## config.mk

```make
export PLATFORM = sky130hd
export DESIGN_NAME = execute_stage
export DESIGN_NICKNAME = d
export VERILOG_FILES = /design/src/rtl/execute_stage.sv
export SDC_FILE = /design/constraint.sdc
export NUM_CORES = 1
export LEC_CHECK = 0
export BUFFER_PORTS_ARGS = -buffer_cell sky130_fd_sc_hd__buf_4
export CAP_MARGIN = 0
export CORE_MARGIN = 2
export CORE_UTILIZATION = 30
export CTS_CLUSTER_DIAMETER = 120
export DETAILED_ROUTE_END_ITERATION = 8
export PLACE_DENSITY = 0.47
export SYNTH_ARGS = -nofsm -noshare
export SYNTH_HDL_FRONTEND = slang
export SYNTH_SLANG_ARGS = --single-unit
```

## constraint.sdc

```tcl
create_clock -name clk -period 6.1 [get_ports clk]
set_input_delay 0.305 -clock clk [delete_from_list [all_inputs] [get_ports clk]]
set_output_delay 0.305 -clock clk [all_outputs]
set_load 0.02 [all_outputs]
```

## src/rtl/execute_stage.sv

```systemverilog
// RV32I execute stage: operand forwarding, ALU, branch/jump resolution
// and the EX/MEM pipeline register with stall (hold) and flush (bubble).
module execute_stage #(
    parameter int WIDTH = 32
) (
    input  logic             clk,
    input  logic             rst,
    input  logic             stall_m,
    input  logic             flush_m,
    input  logic             RegWriteE,
    input  logic             MemWriteE,
    input  logic             JumpE,
    input  logic             BranchE,
    input  logic             ALUSrcE,
    input  logic [1:0]       ResultSrcE,
    input  logic [2:0]       ALUControlE,
    input  logic [WIDTH-1:0] RD1E,
    input  logic [WIDTH-1:0] RD2E,
    input  logic [WIDTH-1:0] ImmExtE,
    input  logic [WIDTH-1:0] PCE,
    input  logic [WIDTH-1:0] PCPlus4E,
    input  logic [4:0]       RdE,
    input  logic [1:0]       ForwardAE,
    input  logic [1:0]       ForwardBE,
    input  logic [WIDTH-1:0] ResultW,
    output logic             PCSrcE,
    output logic [WIDTH-1:0] PCTargetE,
    output logic             RegWriteM,
    output logic             MemWriteM,
    output logic [1:0]       ResultSrcM,
    output logic [WIDTH-1:0] ALUResultM,
    output logic [WIDTH-1:0] WriteDataM,
    output logic [WIDTH-1:0] PCPlus4M,
    output logic [4:0]       RdM
);

    logic [WIDTH-1:0] src_a_s, write_data_s, src_b_s, alu_result_s;
    logic             zero_s;

    logic             reg_write_d, reg_write_q;
    logic             mem_write_d, mem_write_q;
    logic [1:0]       result_src_d, result_src_q;
    logic [WIDTH-1:0] alu_result_d, alu_result_q;
    logic [WIDTH-1:0] write_data_d, write_data_q;
    logic [WIDTH-1:0] pc_plus4_d, pc_plus4_q;
    logic [4:0]       rd_d, rd_q;

    // Forwarding muxes; 10 selects this stage's own registered result, which holds under stall.
    always_comb begin
        src_a_s      = RD1E;
        write_data_s = RD2E;
        case (ForwardAE)
            2'b01:   src_a_s = ResultW;
            2'b10:   src_a_s = alu_result_q;
            default: src_a_s = RD1E;
        endcase
        case (ForwardBE)
            2'b01:   write_data_s = ResultW;
            2'b10:   write_data_s = alu_result_q;
            default: write_data_s = RD2E;
        endcase
    end

    assign src_b_s = ALUSrcE ? ImmExtE : write_data_s;

    // ALU; unused opcodes produce zero.
    always_comb begin
        alu_result_s = {WIDTH{1'b0}};
        case (ALUControlE)
            3'b000:  alu_result_s = src_a_s + src_b_s;
            3'b001:  alu_result_s = src_a_s - src_b_s;
            3'b010:  alu_result_s = src_a_s & src_b_s;
            3'b011:  alu_result_s = src_a_s | src_b_s;
            3'b101:  alu_result_s = {{(WIDTH-1){1'b0}}, ($signed(src_a_s) < $signed(src_b_s))};
            default: alu_result_s = {WIDTH{1'b0}};
        endcase
    end

    assign zero_s    = (alu_result_s == {WIDTH{1'b0}});
    assign PCSrcE    = (BranchE & zero_s) | JumpE;
    assign PCTargetE = PCE + ImmExtE;

    // EX/MEM next state: stall holds and takes priority over flush.
    always_comb begin
        reg_write_d  = reg_write_q;
        mem_write_d  = mem_write_q;
        result_src_d = result_src_q;
        alu_result_d = alu_result_q;
        write_data_d = write_data_q;
        pc_plus4_d   = pc_plus4_q;
        rd_d         = rd_q;
        if (stall_m) begin
            reg_write_d = reg_write_q;
        end else if (flush_m) begin
            reg_write_d  = 1'b0;
            mem_write_d  = 1'b0;
            result_src_d = 2'b00;
            alu_result_d = {WIDTH{1'b0}};
            write_data_d = {WIDTH{1'b0}};
            pc_plus4_d   = {WIDTH{1'b0}};
            rd_d         = 5'd0;
        end else begin
            reg_write_d  = RegWriteE;
            mem_write_d  = MemWriteE;
            result_src_d = ResultSrcE;
            alu_result_d = alu_result_s;
            write_data_d = write_data_s;
            pc_plus4_d   = PCPlus4E;
            rd_d         = RdE;
        end
    end

    // EX/MEM register with asynchronous clear.
    always_ff @(posedge clk or posedge rst) begin
        if (rst) begin
            reg_write_q  <= 1'b0;
            mem_write_q  <= 1'b0;
            result_src_q <= 2'b00;
            alu_result_q <= {WIDTH{1'b0}};
            write_data_q <= {WIDTH{1'b0}};
            pc_plus4_q   <= {WIDTH{1'b0}};
            rd_q         <= 5'd0;
        end else begin
            reg_write_q  <= reg_write_d;
            mem_write_q  <= mem_write_d;
            result_src_q <= result_src_d;
            alu_result_q <= alu_result_d;
            write_data_q <= write_data_d;
            pc_plus4_q   <= pc_plus4_d;
            rd_q         <= rd_d;
        end
    end

    assign RegWriteM  = reg_write_q;
    assign MemWriteM  = mem_write_q;
    assign ResultSrcM = result_src_q;
    assign ALUResultM = alu_result_q;
    assign WriteDataM = write_data_q;
    assign PCPlus4M   = pc_plus4_q;
    assign RdM        = rd_q;

endmodule

```

; ---- Yosys cells after proc, flatten, opt, wreduce, memory -nomap -nowiden
; Index checks and enable logic that the tools add are counted.
[word_totals]
regBits = 105
output_inout_bits = 138
[op_classes]
add_sub_neg = 3
n_lt_le_gt_ge = 1
eq_ne = 8
muxes = 11
bitwise = 4
reduce_logical = 2
[ops]
columns = op, n
row1 = 32-bit case mux with 5 select lines, 1
row2 = 32-bit two-way mux, 4
row3 = 32-bit case mux with 2 select lines, 2
row4 = 32-bit adder, 2
row5 = 32-bit bitwise AND, 1
row6 = 32-bit logical NOT, 1
row7 = 32-bit < comparator, 1
row8 = 32-bit bitwise OR, 1
row9 = 32-bit subtractor, 1
row10 = 3-bit by 2-bit == test with 1-bit output (second input constant), 2
row11 = 5-bit two-way mux, 1
row12 = 2-bit by 1-bit == test with 1-bit output (second input constant), 2
row13 = 2-bit == test (second input constant), 2
row14 = 3-bit by 1-bit == test with 1-bit output (second input constant), 1
row15 = 3-bit == test (second input constant), 1
row16 = 3-bit logical NOT, 1
row17 = 1-bit two-way mux, 2
row18 = 2-bit two-way mux, 1
row19 = 1-bit bitwise AND, 1
row20 = 1-bit bitwise OR, 1

; ---- Logic depth before layout (Yosys ltp)
; Gate-level depths: netlist of run 1.
[depth]
ltp_word = 8
mapped_depth = 21
ltp_nobuf = 20

; ---- Worst setup path after synthesis of run 1
; No wires, ideal clock.
[synth_timing]
path_type = input to output
start = input port ForwardBE[0]
end = output port PCSrcE
arrival_ns = 4.768
path_slack_ns = 1.027
stages = 20
path_buffers = 2
path_cell_list = inv_1 -> ha_1 -> clkbuf_1 -> clkbuf_1 -> a21oi_1 -> o21ai_0 -> ha_1 -> inv_1 -> fa_1 -> nand2b_1 -> a211o_1 -> a211oi_1 -> o21ai_0 -> a2bb2oi_1 -> xnor2_1 -> o22ai_1 -> a211o_1 -> or4_1 -> nor4_1 -> a41o_1
[synth_via]
elab_chain_cells = 8
elab_cells_between_ends = 13
[synth_lines]
columns = item, line_no
row1 = from (decl), 24  ; input logic [1:0] ForwardBE,
row2 = 2-bit == test or 2-bit by 1-bit == test with 1-bit output (tied branches), 57  ; case (ForwardBE)
row3 = 32-bit case mux with 2 select lines (*), 57
row4 = 32-bit two-way mux (*), 64  ; assign src_b_s = ALUSrcE ? ImmExtE : write_data_s;
row5 = 32-bit subtractor (tied with other cells), 71  ; 3'b001: alu_result_s = src_a_s - src_b_s;
row6 = 32-bit case mux with 5 select lines (*), 69  ; case (ALUControlE)
row7 = 32-bit logical NOT (*), 79  ; assign zero_s = (alu_result_s == {WIDTH{1'b0}});
row8 = 1-bit bitwise AND (*), 80  ; assign PCSrcE = (BranchE & zero_s) | JumpE;
row9 = 1-bit bitwise OR (*), 80
row10 = to (decl), 26  ; output logic PCSrcE,
; Mark *: on every way between the ends. The rest lies on a longest branch, timed or not.

; ---- Worst setup path after layout of run 1
[layout_timing]
start = register alu_result_q[9], in the netlist ALUResultM[9]
end = output port PCSrcE
[layout_via]
elab_chain_cells = 7
elab_cells_between_ends = 12
[layout_lines]
columns = item, line_no
row1 = from (decl), 43  ; logic [WIDTH-1:0] alu_result_d, alu_result_q;
row2 = from (signal assigned), 119  ; alu_result_q <= {WIDTH{1'b0}};
row3 = from (signal assigned), 127  ; alu_result_q <= alu_result_d;
row4 = 32-bit case mux with 2 select lines, 57
row5 = 32-bit two-way mux, 64
row6 = 32-bit subtractor (tied with other cells), 71
row7 = 32-bit case mux with 5 select lines (*), 69
row8 = 32-bit logical NOT (*), 79
row9 = 1-bit bitwise AND (*), 80
row10 = 1-bit bitwise OR (*), 80
; Marked as above.

==> metrics, run 1 <==
Layout area overhead=32.93%; Final Skew=19.59 ps; r2r setup slk=1220 ps; post-DR wirelength/cell=22.70 um; Power, Total=3158 uW; Worst EP arrival=5580 ps; hold crit path type=in2async; Pins Over Slew Limit=0; gr ovfl total=0; worst r2r dst=ALUResultM[30]$_DFFE_PP0N_; Clock Tree Root=clkbuf_16; max-cap viol count=0; Cell Count, Final, Fillers Out=2404; crit path capture type=primary output; diode count=0; CTS Buffer Depth=2; DPL Wire Length=44.13 mm; CP dominant cell by count=buf_4; final setup vio count=0; # H-tree levels=3; post-synth cell types=76; die area=40250 um2; DRC=0; dpl cells=2388; startpoint types=flip-flop; Die W=200.6 um; sequential power share=0.258; CP delay by family, top=compound AO/OA/AOI/OAI gates; switching power=1412 uW; Total Wirelength=54.58 mm; Max-slew headroom=0.3011; number of vias per cell=5.416; Max VDD drop=0.1369 mV; CTS tree=yes; vias in the first global route=12960; switch share=0.4470; Ports=353; syn avg cell area=7.532 um2; initial antenna violation count=0; largest fanout on the critical path=8; Leak=0.007386 uW; Internal=1746 uW; fmax=170.0 MHz; Logic pwr share=0.548; worst path bufs/invs=6; Vias=13020; GPL Wtd Cong=0.9280; sequential fraction of the synthesis area=0.2265; filler cell count=4132; WS Path Type=reg2out; Post-Syn Area=11600 um2; R2R cell count=22; antenna-violating nets left=0; Nets=2244; Post-synth ARST share=1.000; Slowest Stage Delay on Critical Path=470 ps; Yosys reg bits=105; clk slew on worst S/H paths=90 ps; Synth Net Count=1903; clock sink total=105; Critical Path RT=5790 ps; RR Startpoint=ALUResultM[5]$_DFFE_PP0N_; part of the cycle the worst path needs=0.9646; TritonRoute pass-1 iters=5; RSZ-0062 raised after global routing=false; synth warn=0; CP max stage cell=dfrtp_1; CP cell instances=a22oi_1, nor2_1, a21oi_1, o21ai_0, buf_4, ha_1, nor4_1, buf_4, nand2_1, a211oi_2, o31ai_1, buf_4, o211ai_1, buf_4, a21o_1, a21oi_1, o31ai_1, o2111ai_1, nor4_1, buf_4, a41o_1, buf_4; first-pass GRT wire length=81.23 mm; largest net degree at the start of global routing=86; post-place instance area=15080 um2; Tot GR Track Use=0.2639; Setup Buffers After CTS=0; starting density of the core=0.3023; post-route cell area=15420 um2; final core occ=0.4018; Post-synth top flop=dfrtp_1; Final min period=5884 ps; core area=38380 um2; CTS Buf Count=9; Final Hold Viols=0; worst hold margin=50.54 ps; I/O Buffers=352; Clock Power Share=0.194; Synth Instances=1540; drt initial violations=939; worst-skew pair later-pin latency=390 ps; FP Rows=72; Post-synth EDFFs=0; share of cells above drive strength 1=0.2508; status=complete, no violations; Die Ht=200.6 um; pwr/cell area=204.8 nW/um2; Least-Margin Pin Slew=1048 ps
==> registers in the layout, indices dropped and copies added, names as in the netlist <==
register    count
ALUResultM     32
PCPlus4M       32
WriteDataM     32
RdM             5
ResultSrcM      2
MemWriteM       1
RegWriteM       1
==> layout by cell type (no fill, tap or decap), types with 10 or more instances in the layout <==
| cell type | count |
|---|---|
| o21ai_0 | 168 |
| a31oi_1 | 13 |
| buf_4 | 423 |
| nand3_1 | 14 |
| inv_1 | 118 |
| nand2b_1 | 14 |
| a211o_1 | 10 |
| a22oi_1 | 66 |
| nor2_1 | 120 |
| nor3_1 | 26 |
| nand2_1 | 173 |
| a21o_1 | 18 |
| nor2b_1 | 19 |
| a211oi_1 | 18 |
| xor2_1 | 10 |
| o22ai_1 | 13 |
| dfrtp_1 | 105 |
| o21bai_1 | 13 |
| ha_1 | 142 |
| xnor2_1 | 44 |
| o21a_1 | 13 |
| a22o_1 | 53 |
| a21oi_1 | 119 |
| o31ai_1 | 16 |
==> power by group through the flow <==
stage | Combinational (uW) | Clock [uW] | Sequential, uW
detailed placement | 1710 | 0 | 828
floorplan | 948 | 0 | 879
CTS | 1720 | 635 | 814
global route | 1880 | 652 | 821
global placement | 1710 | 0 | 828
finish | 1730 | 612 | 814
==> worst register-to-register path: cells and delay by family, from the launching register on <==
family / cells / cell delay (ps)
AO/OA/AOI/OAI: 10 / 2000
buffers and inverters: 6 / 1050
AND/OR/NAND/NOR: 4 / 720
flip-flops: 1 / 470
adder cells (fa/ha/maj): 1 / 450
XOR/XNOR: 1 / 120
==> metrics by stage <==
| step | setup slack [ps] | setup TNS [ps] |
|---|---|---|
| 3_5_place_dp | -131.6 | -131.6 |
| 3_3_place_gp | -178.7 | -178.7 |
| 5_1_grt | 5.218 | 0 |
| 4_1_cts | 7.333 | 0 |
| 2_1_floorplan | 1027 | 0 |
| 6_report | 216.2 | 0 |
==> Yosys cell counts (all sizes together), types with 13 or more instances <==
master | n | area (um2)
nand3 | 14 | 70.07
a31oi | 13 | 81.33
a22o | 53 | 464.2
nor3 | 27 | 140.1
nand2 | 173 | 649.4
a21oi | 120 | 604.3
nor2 | 121 | 454.2
a22oi | 66 | 495.5
buf | 18 | 88.84
o21a | 13 | 97.59
o21ai | 177 | 885.9
dfrtp | 105 | 2628
o31ai | 16 | 120.1
xnor2 | 44 | 385.4
clkbuf | 76 | 285.3
a21o | 18 | 135.1
a211oi | 20 | 150.1
nor2b | 20 | 127.6
ha | 145 | 1814
inv | 120 | 450.4
o21bai | 13 | 97.59
nand2b | 14 | 87.58
o22ai | 13 | 81.33
==> metal layers <==
layer,track usage,part of all wire,up-vias
li1,-,-,6208
met1,0.3197,0.41,6255
met2,0.4751,0.50,492
met3,0.04659,0.057,65
met4,0.07989,0.029,0
met5,0,0,-
==> worst max-delay path by stage <==
| stage | from | cells past startpoint | endpoint |
|---|---|---|---|
| after floorplan | ForwardBE[0] | 20 | PCSrcE |
| after global placement | ForwardBE[0] | 24 | PCSrcE |
| after detailed placement | ForwardBE[0] | 24 | PCSrcE |
| after CTS | ALUResultM[10]$_DFFE_PP0N_ | 21 | PCSrcE |
| after global routing | ALUResultM[11]$_DFFE_PP0N_ | 22 | PCSrcE |
| final | ALUResultM[9]$_DFFE_PP0N_ | 22 | PCSrcE |
==> cell families (layout without fill, tap and decap cells) <==
| logic type | Yosys count | in the layout | synth area share |
|---|---|---|---|
| xor gates and xnor gates | 54 | 54 | 0.04077 |
| AOI/OAI and AO/OA | 593 | 593 | 0.3332 |
| DFF | 105 | 105 | 0.2265 |
| buffers and inverters | 214 | 560 | 0.07108 |
| muxes | 3 | 3 | 0.003667 |
| adders and majority gates | 148 | 148 | 0.1616 |
| and+or+nand+nor | 423 | 423 | 0.1632 |
==> layout make-up <==
type	count	area, um2	area share
multi-input cells	1221	8208	0.5323
repair buffers	424	3196	0.2072
well taps	518	648.1	0.04203
inverters	120	452.9	0.02937
flip-flops and latches	105	2628	0.1704
clock buffers	10	229.0	0.01485
clock inverters	6	58.81	0.003814
==> what timing repair did <==
| action | CTS | global route |
|---|---|---|
| hold buffers | 0 | 0 |
| gates resized for setup | 4 | 14 |
| endpoints found under the hold margin | 0 | 0 |
| setup endpoints to repair | 1 | 1 |
| cloned | 0 | 0 |
Note: power is estimated with default switching activity, not from simulation.
==> run 2, diff against run 1 <==
Settings changed: CAP_MARGIN 0 to 10, CTS_BUF_LIST from default to sky130_fd_sc_hd__clkbuf_8, GPL_TIMING_DRIVEN from default to 0.
==> run 2 against run 1 <==
  * Combinational power hardly changed
  * Count of clock-buffer cells in the layout is 1 lower
  * Final cell count is 1.0% higher
  * Clock skew is 1.0 ps lower
  * First-iteration DRC count is 29% higher
  * Register-to-register slack better by 160 ps
  * Worst hold slack better by 19 ps
  * Die area stayed put
  * Flip-flop and latch count stayed put
  * Wire length is 8.5% higher
==> metrics, run 2 (synthesized netlist as in run 1, its figures left out) <==
share of cells above drive strength 1=0.2378; Die W=200.6 um; largest net degree at the start of global routing=60; Tot GR Track Use=0.2857; first-pass GRT wire length=86.31 mm; Pins Over Slew Limit=0; CTS tree=yes; Die Ht=200.6 um; fin worst setup slack=222.1 ps; Leak=0.007234 uW; FP Rows=72; Clock Tree Root=clkbuf_8; Critical Path RT=5790 ps; pwr/cell area=199.6 nW/um2; post-DR wirelength/cell=24.39 um; startpoint types=input pin; clock sink total=105; Layout area overhead=32.60%; # H-tree levels=3; antenna-violating nets left=0; GPL Wtd Cong=0.9209; Hold Startpoint=ResultSrcE[1]; DRC=0; starting density of the core=0.3023; Internal=1592 uW; DPL Wire Length=49.01 mm; post-route cell area=15380 um2; core area=38380 um2; r2r setup slk=1380 ps; worst hold margin=69.65 ps; largest fanout on the critical path=10; worst r2r dst=ALUResultM[30]$_DFFE_PP0N_; Hold EP=ResultSrcM[1]$_DFFE_PP0N_; sequential power share=0.264; WS Path Type=in2out; Max-slew headroom=0.2224; I/O Buffers=347; worst-skew pair later-pin latency=450 ps; switch share=0.4815; CTS Buf Count=9; most common cell after layout, fill and taps aside=buf_4; final setup vio count=0; Final Skew=18.59 ps; Total Wirelength=59.22 mm; fmax=170.1 MHz; R2R cell count=17; Worst EP arrival=5570 ps; Clock Power Share=0.162; CP startpoint=ForwardAE[0]; CTS Buffer Depth=2; switching power=1478 uW; part of the cycle the worst path needs=0.9636; Final Hold Viols=0; initial antenna violation count=5; pre-CTS WS=-1198 ps; Nets=2263; die area=40250 um2; RSZ-0062 raised after global routing=false; Hold Path Depth=2; clk slew on worst S/H paths=120 ps; status=complete, no violations; drt initial violations=1211; Cell Count, Final, Fillers Out=2428; most frequent cells in the layout=352 x buf_4, 173 x nand2_1, 146 x o21ai_0; max-cap viol count=0; Max VDD drop=0.1116 mV; Final min period=5878 ps; vias in the first global route=13210; Ports=353; final core occ=0.4008; crit path capture type=primary output; number of vias per cell=5.542; RR Startpoint=ALUResultM[5]$_DFFE_PP0N_; gr ovfl total=0; Least-Margin Pin Slew=1162 ps; Vias=13460; filler cell count=4177; post-place instance area=14890 um2; hold crit path type=in2reg; dpl cells=2406; Logic pwr share=0.574; TritonRoute pass-1 iters=5
## run 2: changes by cell type in the layout (fill, tap and decap cells not counted), sizes merged
cell         delta
inv             +1
clkbuf         +70
dlygate4sd3     +1
buf            -53
diode           +5
## run 2: metrics by stage
stage | setup TNS (ps) | power (uW)
detailed placement | -1841 | 2510
finish | 0 | 3071
CTS | 0 | 3030
floorplan | 0 | 1827
global placement | -2324 | 2502
global route | 0 | 3247
## run 2: worst max path at each step
| stage | to | slack, ps |
|---|---|---|
| 2_1_floorplan | PCSrcE | 1030 |
| 3_3_place_gp | PCSrcE | -1310 |
| 3_5_place_dp | PCSrcE | -1200 |
| 4_1_cts | PCSrcE | 4 |
| 5_1_grt | PCSrcE | 5 |
| 6_report | PCSrcE | 220 |
## run 2: critical path, stage by stage
cell	delay, ps
buf_4	110
inv_1	50
ha_2	460
buf_2	320
nand2_1	180
o21ai_1	340
ha_1	340
clkbuf_1	250
or2_2	360
nand4b_1	230
nor4_4	240
o311ai_4	210
a221oi_2	290
o22ai_1	110
xnor2_1	140
o22ai_1	160
or4_1	660
nor4_2	380
a41o_1	250
buf_4	150
## run 2: routing by layer
metal,global-route usage,part of all wire,up-vias
li1,-,-,6257
met1,0.3685,0.43,6477
met2,0.4567,0.45,623
met3,0.06510,0.077,100
met4,0.1267,0.046,0
met5,0,0,-
## run 2: power groups by stage
stage | Clock, uW | Sequential (uW) | Combinational (uW)
3_5_place_dp | 0 | 823 | 1690
2_1_floorplan | 0 | 879 | 948
3_3_place_gp | 0 | 822 | 1680
4_1_cts | 507 | 810 | 1710
5_1_grt | 528 | 817 | 1900
6_report | 497 | 811 | 1760
## run 2: layout make-up
class,count,area [um2],share of cell area
Inverter,120,455.4,0.02961
Timing Repair Buffer,352,2665,0.1733
Tap cell,518,648.1,0.04214
Antenna cell,5,12.51,0.0008135
Buffer,91,401.6,0.02611
Sequential cell,105,2628,0.1708
Clock buffer,9,123.9,0.008053
Multi-Input combinational cell,1221,8364,0.5438
Clock inverter,7,82.58,0.005369
## run 2: repair_timing
| item | in CTS | in global routing |
|---|---|---|
| gates resized for setup | 56 | 54 |
| pin swaps | 1 | 5 |
| cloned | 0 | 0 |
| endpoints found under the hold margin | 46 | 0 |
| hold buffers | 1 | 0 |
| endpoints found under the setup margin | 1 | 1 |
| buffers inserted | 0 | 3 |
